### src/rtl/seg7_scan_ctrl.sv
// ---------------------------------------------------------------------------
// seg7_scan_ctrl
//
// Time-multiplexed scan controller for a multi-digit 7-segment display.
// It places one nibble at a time on oDIG, which feeds a shared SEG7_LUT
// decoder, and drives the matching active-low digit anode.
// Each digit slot opens with a short all-dark interval. This keeps the
// previous digit's segments from ghosting onto the next anode.
// The controller also supports per-digit blinking and leading-zero
// suppression. The digit word is captured once per frame, so the display
// never shows a torn value.
//
// Ports
//   iCLK      in   1          system clock, rising edge
//   iRST_N    in   1          synchronous active-low reset
//   iEN       in   1          scan enable; low keeps the display dark
//   iDIGITS   in   4*NUM_DIG  nibble k = iDIGITS[4k+3:4k], k=0 rightmost
//   iBLINK    in   NUM_DIG    1 = digit k blinks
//   iLZ_SUPP  in   1          1 = suppress leading zeros
//   oDIG      out  4          nibble to SEG7_LUT.iDIG
//   oAN       out  NUM_DIG    digit enables, active-low
//   oDIG_IDX  out  IDX_W      index of the digit currently in its slot
//   oFRAME    out  1          one-cycle pulse at the start of each frame
// ---------------------------------------------------------------------------
module seg7_scan_ctrl #(
    parameter int NUM_DIG      = 4,
    parameter int DWELL        = 50000,
    parameter int BLANK        = 500,
    parameter int BLINK_FRAMES = 64,
    parameter int IDX_W        = 2
) (
    input  logic                   iCLK,
    input  logic                   iRST_N,
    input  logic                   iEN,
    input  logic [4*NUM_DIG-1:0]   iDIGITS,
    input  logic [NUM_DIG-1:0]     iBLINK,
    input  logic                   iLZ_SUPP,
    output logic [3:0]             oDIG,
    output logic [NUM_DIG-1:0]     oAN,
    output logic [IDX_W-1:0]       oDIG_IDX,
    output logic                   oFRAME
);

    localparam int SLOT_W = $clog2(DWELL);
    localparam int FC_W   = $clog2(BLINK_FRAMES + 1);

    localparam logic [1:0] S_IDLE  = 2'd0;
    localparam logic [1:0] S_BLANK = 2'd1;
    localparam logic [1:0] S_SHOW  = 2'd2;

    localparam logic [SLOT_W-1:0] BLANK_LAST = SLOT_W'(BLANK - 1);
    localparam logic [SLOT_W-1:0] DWELL_LAST = SLOT_W'(DWELL - 1);
    localparam logic [IDX_W-1:0]  IDX_LAST   = IDX_W'(NUM_DIG - 1);
    localparam logic [FC_W-1:0]   FC_FULL    = FC_W'(BLINK_FRAMES);

    logic [1:0]           state, state_n;
    logic [SLOT_W-1:0]    slot_cnt, slot_n;
    logic [IDX_W-1:0]     idx, idx_n;
    logic [4*NUM_DIG-1:0] snap, snap_n;
    logic [FC_W-1:0]      frame_cnt, fcnt_n;
    logic                 phase_hidden, phase_n;
    logic [3:0]           dig_n;
    logic [NUM_DIG-1:0]   an_n;
    logic                 frame_n;
    logic                 frame_start;

    logic [NUM_DIG-1:0]   lz_zero;
    logic                 dark;
    logic [NUM_DIG-1:0]   show_an;

    assign oDIG_IDX = idx;

    // lz_zero[k] is set when snapshot nibbles k..NUM_DIG-1 are all zero.
    always_comb begin
        logic acc;
        acc     = 1'b1;
        lz_zero = '0;
        for (int k = NUM_DIG - 1; k >= 0; k--) begin
            acc        = acc && (snap[4*k +: 4] == 4'h0);
            lz_zero[k] = acc;
        end
    end

    // Digit 0 is never blanked by leading-zero suppression, so a value of zero
    // still shows a single "0".
    assign dark    = (iBLINK[idx] && phase_hidden) ||
                     (iLZ_SUPP && (idx != '0) && lz_zero[idx]);
    assign show_an = dark ? '1 : ~(NUM_DIG'(1) << idx);

    always_comb begin
        // NOTE: every next-state value gets a default first, so no path through
        // the case/if tree can leave a value unassigned and infer a latch.
        state_n     = state;
        slot_n      = slot_cnt;
        idx_n       = idx;
        snap_n      = snap;
        fcnt_n      = frame_cnt;
        phase_n     = phase_hidden;
        dig_n       = oDIG;
        an_n        = '1;
        frame_n     = 1'b0;
        frame_start = 1'b0;

        if (!iEN) begin
            state_n = S_IDLE;
            slot_n  = '0;
            idx_n   = '0;
        end else begin
            case (state)
                S_IDLE: begin
                    state_n     = S_BLANK;
                    slot_n      = '0;
                    idx_n       = '0;
                    frame_start = 1'b1;
                end
                S_BLANK: begin
                    slot_n = slot_cnt + 1'b1;
                    if (slot_cnt == BLANK_LAST) begin
                        state_n = S_SHOW;
                        an_n    = show_an;
                    end
                end
                S_SHOW: begin
                    if (slot_cnt == DWELL_LAST) begin
                        state_n     = S_BLANK;
                        slot_n      = '0;
                        idx_n       = (idx == IDX_LAST) ? '0 : idx + 1'b1;
                        frame_start = (idx == IDX_LAST);
                        // Present the next nibble at the start of the dark
                        // interval so the decoder settles before the anode lights.
                        dig_n       = snap[{idx_n, 2'b00} +: 4];
                    end else begin
                        slot_n = slot_cnt + 1'b1;
                        an_n   = show_an;
                    end
                end
                default: begin
                    state_n = S_IDLE;
                    slot_n  = '0;
                    idx_n   = '0;
                end
            endcase
        end

        if (frame_start) begin
            snap_n  = iDIGITS;
            dig_n   = iDIGITS[3:0];
            frame_n = 1'b1;
            // frame_cnt counts frames already shown in the current phase. A new
            // frame that finds it full becomes the first frame of the other phase.
            if (frame_cnt == FC_FULL) begin
                fcnt_n  = FC_W'(1);
                phase_n = ~phase_hidden;
            end else begin
                fcnt_n = frame_cnt + 1'b1;
            end
        end
    end

    always_ff @(posedge iCLK) begin
        if (!iRST_N) begin
            state        <= S_IDLE;
            slot_cnt     <= '0;
            idx          <= '0;
            // NOTE: the snapshot is an ordinary register, not a RAM. It is reset
            // so that oDIG and leading-zero blanking start from a defined value.
            snap         <= '0;
            frame_cnt    <= '0;
            phase_hidden <= 1'b0;
            oDIG         <= 4'h0;
            oAN          <= '1;
            oFRAME       <= 1'b0;
        end else begin
            // NOTE: state registers use non-blocking assignments. This way every
            // flop samples its pre-edge value regardless of statement order.
            state        <= state_n;
            slot_cnt     <= slot_n;
            idx          <= idx_n;
            snap         <= snap_n;
            frame_cnt    <= fcnt_n;
            phase_hidden <= phase_n;
            oDIG         <= dig_n;
            oAN          <= an_n;
            oFRAME       <= frame_n;
        end
    end

endmodule
### config.mk
export PLATFORM = sky130hd
export DESIGN_NAME = seg7_scan_ctrl
export DESIGN_NICKNAME = d
export VERILOG_FILES = /design/src/rtl/seg7_scan_ctrl.sv
export SDC_FILE = /design/constraint.sdc
export NUM_CORES = 1
export LEC_CHECK = 0
export ABC_AREA = 1
export CAP_MARGIN = 0
export CORE_ASPECT_RATIO = 0.9
export CORE_MARGIN = 2
export CORE_UTILIZATION = 50
export DETAILED_ROUTE_END_ITERATION = 6
export PLACE_DENSITY = 0.76
export SYNTH_ARGS = -nofsm -noshare
export SYNTH_HDL_FRONTEND = slang
export SYNTH_SLANG_ARGS = --single-unit
### constraint.sdc
create_clock -name iCLK -period 1.5 [get_ports iCLK]
set_input_delay 0.3 -clock iCLK [delete_from_list [all_inputs] [get_ports iCLK]]
set_output_delay 0.3 -clock iCLK [all_outputs]
set_load 0.02 [all_outputs]
Word-level counts from Yosys, hierarchy flattened
Cells that the tools add are included.
- shifts and indexed selects: 2
- reduce and logical (&&, ||, !) cells: 21
- equality and inequality tests: 8
- magnitude comparators: 1
- add/sub/neg operators: 3
- muxes and demuxes: 25
- bitwise gates (word level): 3
- operator list (cell ; count):
    16-bit case mux with 2 select lines ; 1
    4-bit two-way mux ; 7
    16-bit by 1-bit adder with 16-bit output, second input constant ; 1
    16-bit equality test, second input constant ; 1
    16-bit by 9-bit equality test with 1-bit output, second input constant ; 1
    4-bit logical NOT ; 4
    16-bit two-way mux ; 1
    16-bit by 5-bit variable part select with 4-bit output ; 1
    2-bit two-way mux ; 4
    4-bit case mux with 2 select lines ; 1
    2-bit AND reduction ; 4
    2-bit nonzero test ; 4
    7-bit by 1-bit adder with 7-bit output, second input constant ; 1
    7-bit equality test, second input constant ; 1
    7-bit two-way mux ; 1
    1-bit logical AND ; 6
    2-bit case mux with 3 select lines ; 1
    1-bit two-way mux ; 5
    1-bit binary-select mux with 2-bit select ; 2
    2-bit equality test, second input constant ; 2
    2-bit != test, second input constant ; 2
    4-bit inverter ; 1
    2-bit case mux with 2 select lines ; 1
    1-bit by 2-bit << shifter with 4-bit output, first input constant ; 1
    8 further kinds ; 9
- logic and storage cells: 72
- register bits after elaboration: 53
- bits of input ports: 24
- output and inout bits: 11

Longest topological paths before layout
Gate-level depths: netlist (run 1).
- word-level depth: 11
- mapped depth: 11

Worst setup path before layout (run 1)
OpenSTA, ideal clock, no wires.
- kind: flip-flop to flip-flop
- start: register idx[0] (netlist: oDIG_IDX[0])
- end: register oDIG[3]
- required time: 1.444 ns
- buffers on the path: 0
- data arrival time: 1.595 ns
- path slack: -0.151 ns
- stages on the path, launching flop included: 10
- path through: dfxtp_1 -> inv_1 -> ha_1 -> inv_1 -> o21ai_0 -> o22ai_1 -> nand2_1 -> nand3_1 -> nand2_1 -> inv_1
- longest elaborated chain between the ends: 7
- RTL lines (element ; RTL line ; source):
    start, declared ; 58 ; logic [IDX_W-1:0] idx, idx_n;
    start signal, assigned ; 178 ; idx <= idx_n;
    2-bit by 1-bit adder with 2-bit output or 2-bit equality test (tied branches) ; 127, 128 ;
    2-bit two-way mux ; 127 ; idx_n = (idx == IDX_LAST) ? '0 : idx + 1'b1;
    16-bit by 5-bit variable part select with 4-bit output ; 131 ; dig_n = snap[{idx_n, 2'b00} +: 4];
    4-bit two-way mux ; 124 ; if (slot_cnt == DWELL_LAST) begin
    4-bit two-way mux ; 109 ; case (state)
    4-bit two-way mux ; 104 ; if (!iEN) begin
    4-bit two-way mux ; 145 ; if (frame_start) begin
    end signal, assigned ; 182 ; oDIG <= dig_n;
    end, declared ; 38 ; output logic [3:0] oDIG,
Parallel ways exist; a longest one is shown, timed or not. The select of a mux whose other input is x is not followed.
A chain may end at the register's enable or synchronous reset.

Worst setup path in the final report (run 1)
- start: register slot_cnt[0]
- end: register slot_cnt[12]
- longest elaborated chain between the ends: 3
- RTL lines (element ; RTL line ; source):
    start, declared ; 57 ; logic [SLOT_W-1:0] slot_cnt, slot_n;
    start signal, assigned ; 177 ; slot_cnt <= slot_n;
    16-bit by 1-bit adder with 16-bit output or 16-bit equality test (tied branches) ; 117, 133, 124 ;
    16-bit two-way mux ; 124 ;
    16-bit case mux with 2 select lines * ; 109 ;
Mark *: on every way between the ends. The rest lies on a longest branch, timed or not.

==> metrics, run 1 <==
run status=complete, but fails checks; violated checks=setup timing; Cell Rows=25; final worst hold slack=0.496 ns; post-synthesis compound-gate area fraction=0.101; Die Y=74.0 um; antenna cells=0; global-route congestion overflow total=0; worst-case clock buffer depth=2; clock slew at the register clock pins of the worst setup and hold paths=0.10 ns; Top delay family on crit path=simple AND/OR/NAND/NOR gates; Slew Limit Headroom=0.825; flip-flop and latch count after synthesis=53; synthesized-area fraction occupied by adder cells=0.0505; PnR worst setup slack=-0.0591 ns; hold crit path type=flop to flop; clock latency on the worst-skew pair=0.31 ns; kind of start point of the critical path=flop; Pre-Repair DR Iteration Count=4; HPWL Detailed=5.03 mm; core region area=0.00526 mm2; post-synthesis cell area=0.00272 mm2; number of failing hold endpoints at the final stage=0; count of cell types in the netlist=34; ratio of cells with drive above 1 in the final layout=0.275; Net count, final=495; final standard cell area without fillers=0.00387 mm2; cell type with the highest aggregate area in the netlist=sky130_fd_sc_hd__dfxtp_1; fmax=0.641 GHz; number of hold buffers added after CTS=0; wire length of the first global-routing pass=11.2 mm; total clock buffers created by CTS=5; initial core utilization=0.518; area of the die=0.00605 mm2; Yosys warnings=0; Cell Chain, Critical Path=ha_4, nand2_1, inv_2, nand4_1, nor3_2, nand3_1, xor2_1, nor2_1; Clock Root Buffer=sky130_fd_sc_hd__clkbuf_8; top-area cell type share of the netlist area=0.390; number of fillers in the final layout=379; pin count of the biggest net entering global routing=17; via count of the first global-routing pass=2582; count of buffers from port buffering=34; RSZ-0062 raised after global routing=true; Tot GR Track Use=0.237; data arrival time of the worst path=1.77 ns; total nets after synthesis=414; critical-path cell with the highest stage delay=sky130_fd_sc_hd__dfxtp_2; leakage=1.63 nW; portion of netlist area occupied by mux cells=0; cell area after placement=0.00344 mm2; post-route clock skew=0.00715 ns; most used cells in the layout excluding fill and tap cells=sky130_fd_sc_hd__nand2_1, sky130_fd_sc_hd__nor2_1, sky130_fd_sc_hd__dfxtp_1; XOR/XNOR share of the synthesized area=0.0482; wire length per cell after detailed routing=13.9 um; max capacitance violation total=0; cells after synthesis=379; number of top-level pins=35; share of the clock period used by the worst path=1.04; fraction of the mapped netlist area in simple logic gates=0.340; CP bufs+invs=1; H-tree depth=2; largest fanout on the critical path=4; setup violators final=13; pre-CTS setup slack=-0.149 ns; Period minus WS final=1.56 ns; initial detailed-routing violation count=161; Clock Sinks=53; TritonCTS clock tree=built; total power density per cell area=711 mW/mm2; kind of capture point of the worst setup path=flop; mean number of vias per cell=5.29; required time at the worst-slack endpoint=1.71 ns; combinational family with the most area after synthesis=simple AND/OR/NAND/NOR gates; Slew @ Worst Pin=0.261 ns; count of unresolved DRC violations after routing=0; total length of routed wires=7.31 mm; number of nets still failing antenna checks after routing=0; biggest cell delay along the critical path=0.36 ns; sequential share of the synthesized area=0.390; worst IR drop on VDD=560 uV; horizontal extent of the die=81.8 um; most frequent standard cell in the layout excluding fill and tap cells=sky130_fd_sc_hd__nand2_1; Area Growth Syn to Fin=42.0%; total number of vias=2795; number of antenna violations at the first check in global routing=0; cells taking the most area after synthesis=sky130_fd_sc_hd__dfxtp_1, sky130_fd_sc_hd__nand2_1, sky130_fd_sc_hd__nor2_1; max-slew violation count=0; mean area per synthesized cell=7.19 um2; RePlAce Congestion=0.885; start-to-end type of the worst setup path=flop to flop
[repair_timing]
item | CTS | global route
pin swaps | 5 | 22
setup endpoints to repair | 57 | 52
resized for setup | 26 | 67
gates cloned | 0 | 3
buffers inserted | 1 | 4
[path summary, 6_finish.rpt]
| kind | cells past startpoint | to | from | slack (ns) |
|---|---|---|---|---|
| max | 8 | slot_cnt[12] | slot_cnt[0] | -0.06 |
| max reg2reg | 8 | slot_cnt[12] | slot_cnt[0] | -0.06 |
| min | 2 | snap[0] | snap[0] | 0.50 |
| min reg2reg | 2 | snap[0] | snap[0] | 0.50 |
[per-stage QoR]
step | power, W | TNS (ns) | instances | utilization
2_1_floorplan | 0.00172 | 0 | 379 | -
5_1_grt | 0.00286 | -3.48 | 528 | 0.736
3_3_place_gp | 0.00189 | -1.33 | 512 | 0.654
6_report | 0.00275 | -0.217 | 528 | 0.736
4_1_cts | 0.00269 | -0.0594 | 521 | 0.681
3_5_place_dp | 0.00190 | -2.93 | 512 | 0.654
[logic make-up after synthesis]
logic type | Yosys count
simple gates | 204
flops | 53
compound gates | 52
buf+inv | 44
xor+xnor | 15
fa+ha+maj | 11
[synth_stat cells (all sizes together)]
| master | number |
|---|---|
| nand3 | 35 |
| nand4 | 10 |
| nand3b | 1 |
| a21oi | 30 |
| o21ai | 16 |
| nand2 | 86 |
| nor3 | 7 |
| clkbuf | 4 |
| o22ai | 4 |
| a21boi | 1 |
| and3 | 1 |
| buf | 6 |
| clkinv | 1 |
| o211ai | 1 |
| nor4 | 3 |
| xor2 | 10 |
| nor3b | 3 |
| inv | 33 |
| or2 | 2 |
| ha | 11 |
| xnor2 | 5 |
| dfxtp | 53 |
| nor2 | 56 |
[cell type report]
cell class | instances | area, um2 | area share
tap | 67 | 83.8 | 0.0217
clock inverter | 1 | 7.51 | 0.00194
multi-input combinational | 283 | 1730 | 0.448
clock buffer | 7 | 76.3 | 0.0197
inverter | 34 | 128 | 0.0330
sequential | 53 | 1080 | 0.279
timing repair buffer | 83 | 761 | 0.197
[routing by layer]
| layer | share of wire | wire length [um] | vias up | track usage |
|---|---|---|---|---|
| met1 | 0.44 | 3210 | 1294 | 0.306 |
| met5 | 0 | 0 | - | 0 |
| li1 | - | - | 1400 | - |
| met2 | 0.48 | 3510 | 83 | 0.398 |
| met4 | 0.024 | 172 | 0 | 0.0704 |
| met3 | 0.057 | 419 | 18 | 0.0522 |
[tightest hold or removal path, cell delays in order, from the launching register on]
cell and delay [ns]:
sky130_fd_sc_hd__dfxtp_1 0.34, sky130_fd_sc_hd__nand2_1 0.07, sky130_fd_sc_hd__a21oi_1 0.05
[state kept, by name, indices dropped and copies added (netlist names)]
signal        count
slot_cnt         16
snap             16
frame_cnt         7
oAN               4
oDIG              4
oDIG_IDX          2
state             2
oFRAME            1
phase_hidden      1
[power by group]
part | leakage, nW | total, W | internal (W) | switching (W)
Clock | 0.0385 | 0.000816 | 0.000332 | 0.000484
Sequential | 0.438 | 0.00149 | 0.00145 | 0.0000419
Combinational | 1.16 | 0.000440 | 0.000219 | 0.000221
Total | 1.63 | 0.00275 | 0.00200 | 0.000747
Note: power is estimated with default switching activity, not from simulation.
==> run 2, diff against run 1 <==
CAP_MARGIN = default   (was 0)
REMOVE_ABC_BUFFERS = 1   (was default)
==> metrics, run 2 (synthesis gave the netlist of run 1 again) <==
total clock buffers created by CTS=5; Net count, final=489; Internal Pwr Total=0.00197 W; global-route congestion overflow total=0; worst IR drop on VDD=420 uV; most used cells in the layout excluding fill and tap cells=sky130_fd_sc_hd__nand2_1, sky130_fd_sc_hd__nor2_1, sky130_fd_sc_hd__dfxtp_1; number of top-level pins=35; final worst hold slack=0.473 ns; Net Switching=0.000688 W; Clock Root Buffer=sky130_fd_sc_hd__clkbuf_8; Slew Limit Headroom=0.740; hold crit path type=flop to flop; clock latency on the worst-skew pair=0.31 ns; Clock Sinks=53; final sum of negative setup slack=-0.992 ns; share of the clock period used by the worst path=1.05; worst-case clock buffer depth=2; count of unresolved DRC violations after routing=0; largest fanout on the critical path=23; number of nets still failing antenna checks after routing=0; Period minus WS final=1.57 ns; wire length per cell after detailed routing=13.6 um; HPWL Detailed=4.93 mm; PnR worst setup slack=-0.0698 ns; clock power share=0.296; number of failing hold endpoints at the final stage=0; total power=0.00266 W; violated checks=setup timing; Slew @ Worst Pin=0.387 ns; start-to-end type of the worst setup path=flop to flop; TritonCTS clock tree=built; kind of capture point of the worst setup path=flop; setup violators final=29; initial detailed-routing violation count=186; area of the die=0.00605 mm2; total power density per cell area=718 mW/mm2; relative contribution of sequential cells to total power=0.559; Tot GR Track Use=0.228; number of antenna violations at the first check in global routing=0; required time at the worst-slack endpoint=1.73 ns; initial core utilization=0.518; H-tree depth=2; ratio of cells with drive above 1 in the final layout=0.220; number of fillers in the final layout=418; max capacitance violation total=0; share of total power consumed by net switching=0.259; via count of the first global-routing pass=2436; multi-input logic area=0.00164 mm2; antenna cells=0; Die Y=74.0 um; mean number of vias per cell=5.32; total length of routed wires=7.08 mm; max-slew violation count=0; wire length of the first global-routing pass=10.7 mm; Cell Rows=25; combinational group share of total power=0.146; RePlAce Congestion=0.854; most frequent standard cell in the layout excluding fill and tap cells=sky130_fd_sc_hd__nand2_1; clock slew at the register clock pins of the worst setup and hold paths=0.10 ns; RSZ-0062 raised after global routing=true; data arrival time of the worst path=1.80 ns; count of buffers from port buffering=34; Pre-Repair DR Iteration Count=5; horizontal extent of the die=81.8 um; pin count of the biggest net entering global routing=26; Area Growth Syn to Fin=36.0%; core region area=0.00526 mm2; leakage=1.56 nW; fmax=0.637 GHz; run status=complete, but fails checks; FF+latch area=0.00107 mm2; total number of vias=2775; kind of start point of the critical path=flop; post-route clock skew=0.0105 ns; Largest regs=slot_cnt (16), snap (16), frame_cnt (7)
-- run 2: layout make-up --
type,count,share of cell area
inverters,34,0.0344
clock buffers,8,0.0216
repair buffers,78,0.187
multi-input cells,282,0.444
well taps,67,0.0226
flip-flops and latches,53,0.290
-- run 2: routing by layer --
layer  track usage  vias up  share of wire
met5             0        -              0
met4        0.0778        0          0.021
met3        0.0437       21          0.066
met2         0.368      100           0.47
met1         0.306     1272           0.44
li1              -     1382              -
-- run 2: worst paths after layout --
check | cells after the start | to | from | slack [ns]
setup reg to reg | 9 | snap[8] | slot_cnt[14] | -0.07
setup / recovery | 9 | snap[8] | slot_cnt[14] | -0.07
hold / removal | 2 | snap[3] | snap[3] | 0.47
hold reg to reg | 2 | snap[3] | snap[3] | 0.47
-- run 2: critical path, cell delays in order, from the launching register on --
cell                      delay (ns)
sky130_fd_sc_hd__dfxtp_1        0.35
sky130_fd_sc_hd__inv_1          0.06
sky130_fd_sc_hd__nor2_1         0.12
sky130_fd_sc_hd__nand2_1        0.11
sky130_fd_sc_hd__nor2_1         0.18
sky130_fd_sc_hd__nand4_1        0.16
sky130_fd_sc_hd__nand2_2        0.11
sky130_fd_sc_hd__buf_12         0.16
sky130_fd_sc_hd__nand3_1        0.08
sky130_fd_sc_hd__a21oi_1        0.15
-- run 2: through the flow --
| stage | instance area, um2 | setup slack, ns | utilization | std cells |
|---|---|---|---|---|
| 5_1_grt | 3700 | -0.237 | 0.705 | 522 |
| 6_report | 3700 | -0.0698 | 0.705 | 522 |
| 3_5_place_dp | 3410 | -0.202 | 0.649 | 510 |
| 4_1_cts | 3520 | 0.000279 | 0.671 | 518 |
| 3_3_place_gp | 3410 | -0.163 | 0.649 | 510 |
| 2_1_floorplan | 2660 | -0.159 | - | 369 |
-- run 2: what timing repair did --
| item | in CTS | in global routing |
|---|---|---|
| hold buffers | 0 | 0 |
| gates resized for setup | 22 | 43 |
| endpoints found under the setup margin | 60 | 52 |
| pin swaps | 4 | 9 |
| buffers inserted | 0 | 4 |
-- run 2: power by group through the flow --
stage | clock network (W) | logic (W) | registers, W
after floorplan | 0 | 0.000169 | 0.00153
after global placement | 0 | 0.000366 | 0.00152
after detailed placement | 0 | 0.000376 | 0.00152
after CTS | 0.000796 | 0.000371 | 0.00149
after global routing | 0.000844 | 0.000427 | 0.00149
final | 0.000787 | 0.000388 | 0.00149
==> RTL change, RTL diff (settings of run 1) <==
The parameter `DWELL` goes from 50000 to 200000.
--- a/src/rtl/seg7_scan_ctrl.sv
+++ b/src/rtl/seg7_scan_ctrl.sv
@@ -24,7 +24,7 @@
 // ---------------------------------------------------------------------------
 module seg7_scan_ctrl #(
     parameter int NUM_DIG      = 4,
-    parameter int DWELL        = 50000,
+    parameter int DWELL        = 200000,
     parameter int BLANK        = 500,
     parameter int BLINK_FRAMES = 64,
     parameter int IDX_W        = 2
Function: no difference found for any inputs over 10 cycles, from zero or initial values and one cycle with iRST_N low; that may be too few to reach the edited logic, so the function may still have changed.
==> RTL change against run 1 <==
Sequential share of layout area shrank 0.12 points; count of clock-buffer cells in the layout shrank 1; cell count increased by 4.9%; the run still ends with setup timing left; wire length fell by 1.7%; non-clock buffer count up 15; clock skew up 0.0042 ns; largest power group unchanged; sequential cell count rose by 2; synthesized area grew 2.8%; setup slack got worse by 0.046 ns; total power up 5.2%; critical endpoint is now frame_cnt[0]$_SDFFE_PN0P_; final area up 3.9%.
==> RTL change: results (changes against run 1) <==
Setup path
  • CP arrival: 1.86 ns (+0.09 ns)
  • Crit path max fanout: 11 (+7)
  • Slowest cell on the critical path: dfxtp_1

STA
  • Final worst slack: -0.105 ns (-0.0459 ns)
  • Final setup viols: 30 (+17)
  • Setup Total Neg Slack: -1.44 ns (-1.23 ns)

Synthesis
  • Mapped Nets: 427 (+3.1%)
  • Compound-gate portion of the synthesized area: 0.113 (+0.0120)
  • Yosys reg bits: 55 (+3.8%)
  • Cells after Synth: 392 (+3.4%)
  • Synth area leaders: dfxtp_1 (39%), nor2_1 (11%), nand2_1 (10%)

Status
  • Status: finished with violations
  • Failing checks: setup timing

Place
  • Placed cell count: 538 (+5.1%)
  • Placer Congestion: 0.873 (-1.3%)
  • Post-DP Area: 0.00363 mm² (+5.8%)

Finish
  • Regs by FF count: slot_cnt x18, snap x16, frame_cnt x7
  • Fill cell count: 411 (+8.4%)
  • Clk tree area frac: 0.0218 (+0.000117)
  • Share of cells above drive strength 1: 0.314 (+0.0387)
  • Multi-input gate count: 292 (+3.2%)
  • Fraction of area in multi-input gates: 0.426 (-0.0219)
  • Cell area after layout: 0.00402 mm² (+3.9%)

Global route
  • Met3 Use GR: 0.0329 (-0.0193)
  • Largest net degree at the start of global routing: 19 (+2)
  • Vias in the first global route: 2654 (+2.8%)

Drt
  • Total iterations of the first detailed-routing run: 5 (+1)
  • Detailed router's first-iteration violation count: 152 (-5.6%)
  • Routed length on met1: 3.38 mm (+5.2%)
  • Final WL: 7.19 mm (-1.7%)
  • Routed wl met3: 255 µm (-39%)
  • Routed length on met2: 3.46 mm (-1.5%)

Power and ir drop
  • Combinational Power Share: 0.172 (+0.012)
  • Clk power: 830 µW (+2%)
  • Pleak: 1.70 nW (+4.2%)
-- RTL change: cell types whose count changed in the layout (fill, tap and decap cells not counted), moves of 8 or more --
cell / delta
nor2_1: +28
nand3_1: -23
buf_4: +11
o21ai_2: +10
nand2_4: -8
o21ai_1: +8
-- RTL change: repair_timing --
item,in CTS,in global routing
setup endpoints to repair,58,52
pin swaps,7,15
endpoints found under the hold margin,0,0
setup buffers,6,4
resized for setup,50,45
-- RTL change: path summary, 6_finish.rpt --
check | startpoint | end | slack (ns) | cells past startpoint
worst max register to register | slot_cnt[9]$_SDFF_PN0_ | frame_cnt[0]$_SDFFE_PN0P_ | -0.10 | 12
worst min-delay path | snap[3]$_SDFFE_PN0P_ | snap[3]$_SDFFE_PN0P_ | 0.49 | 2
worst max-delay path | slot_cnt[9]$_SDFF_PN0_ | frame_cnt[0]$_SDFFE_PN0P_ | -0.10 | 12
worst min register to register | snap[3]$_SDFFE_PN0P_ | snap[3]$_SDFFE_PN0P_ | 0.49 | 2
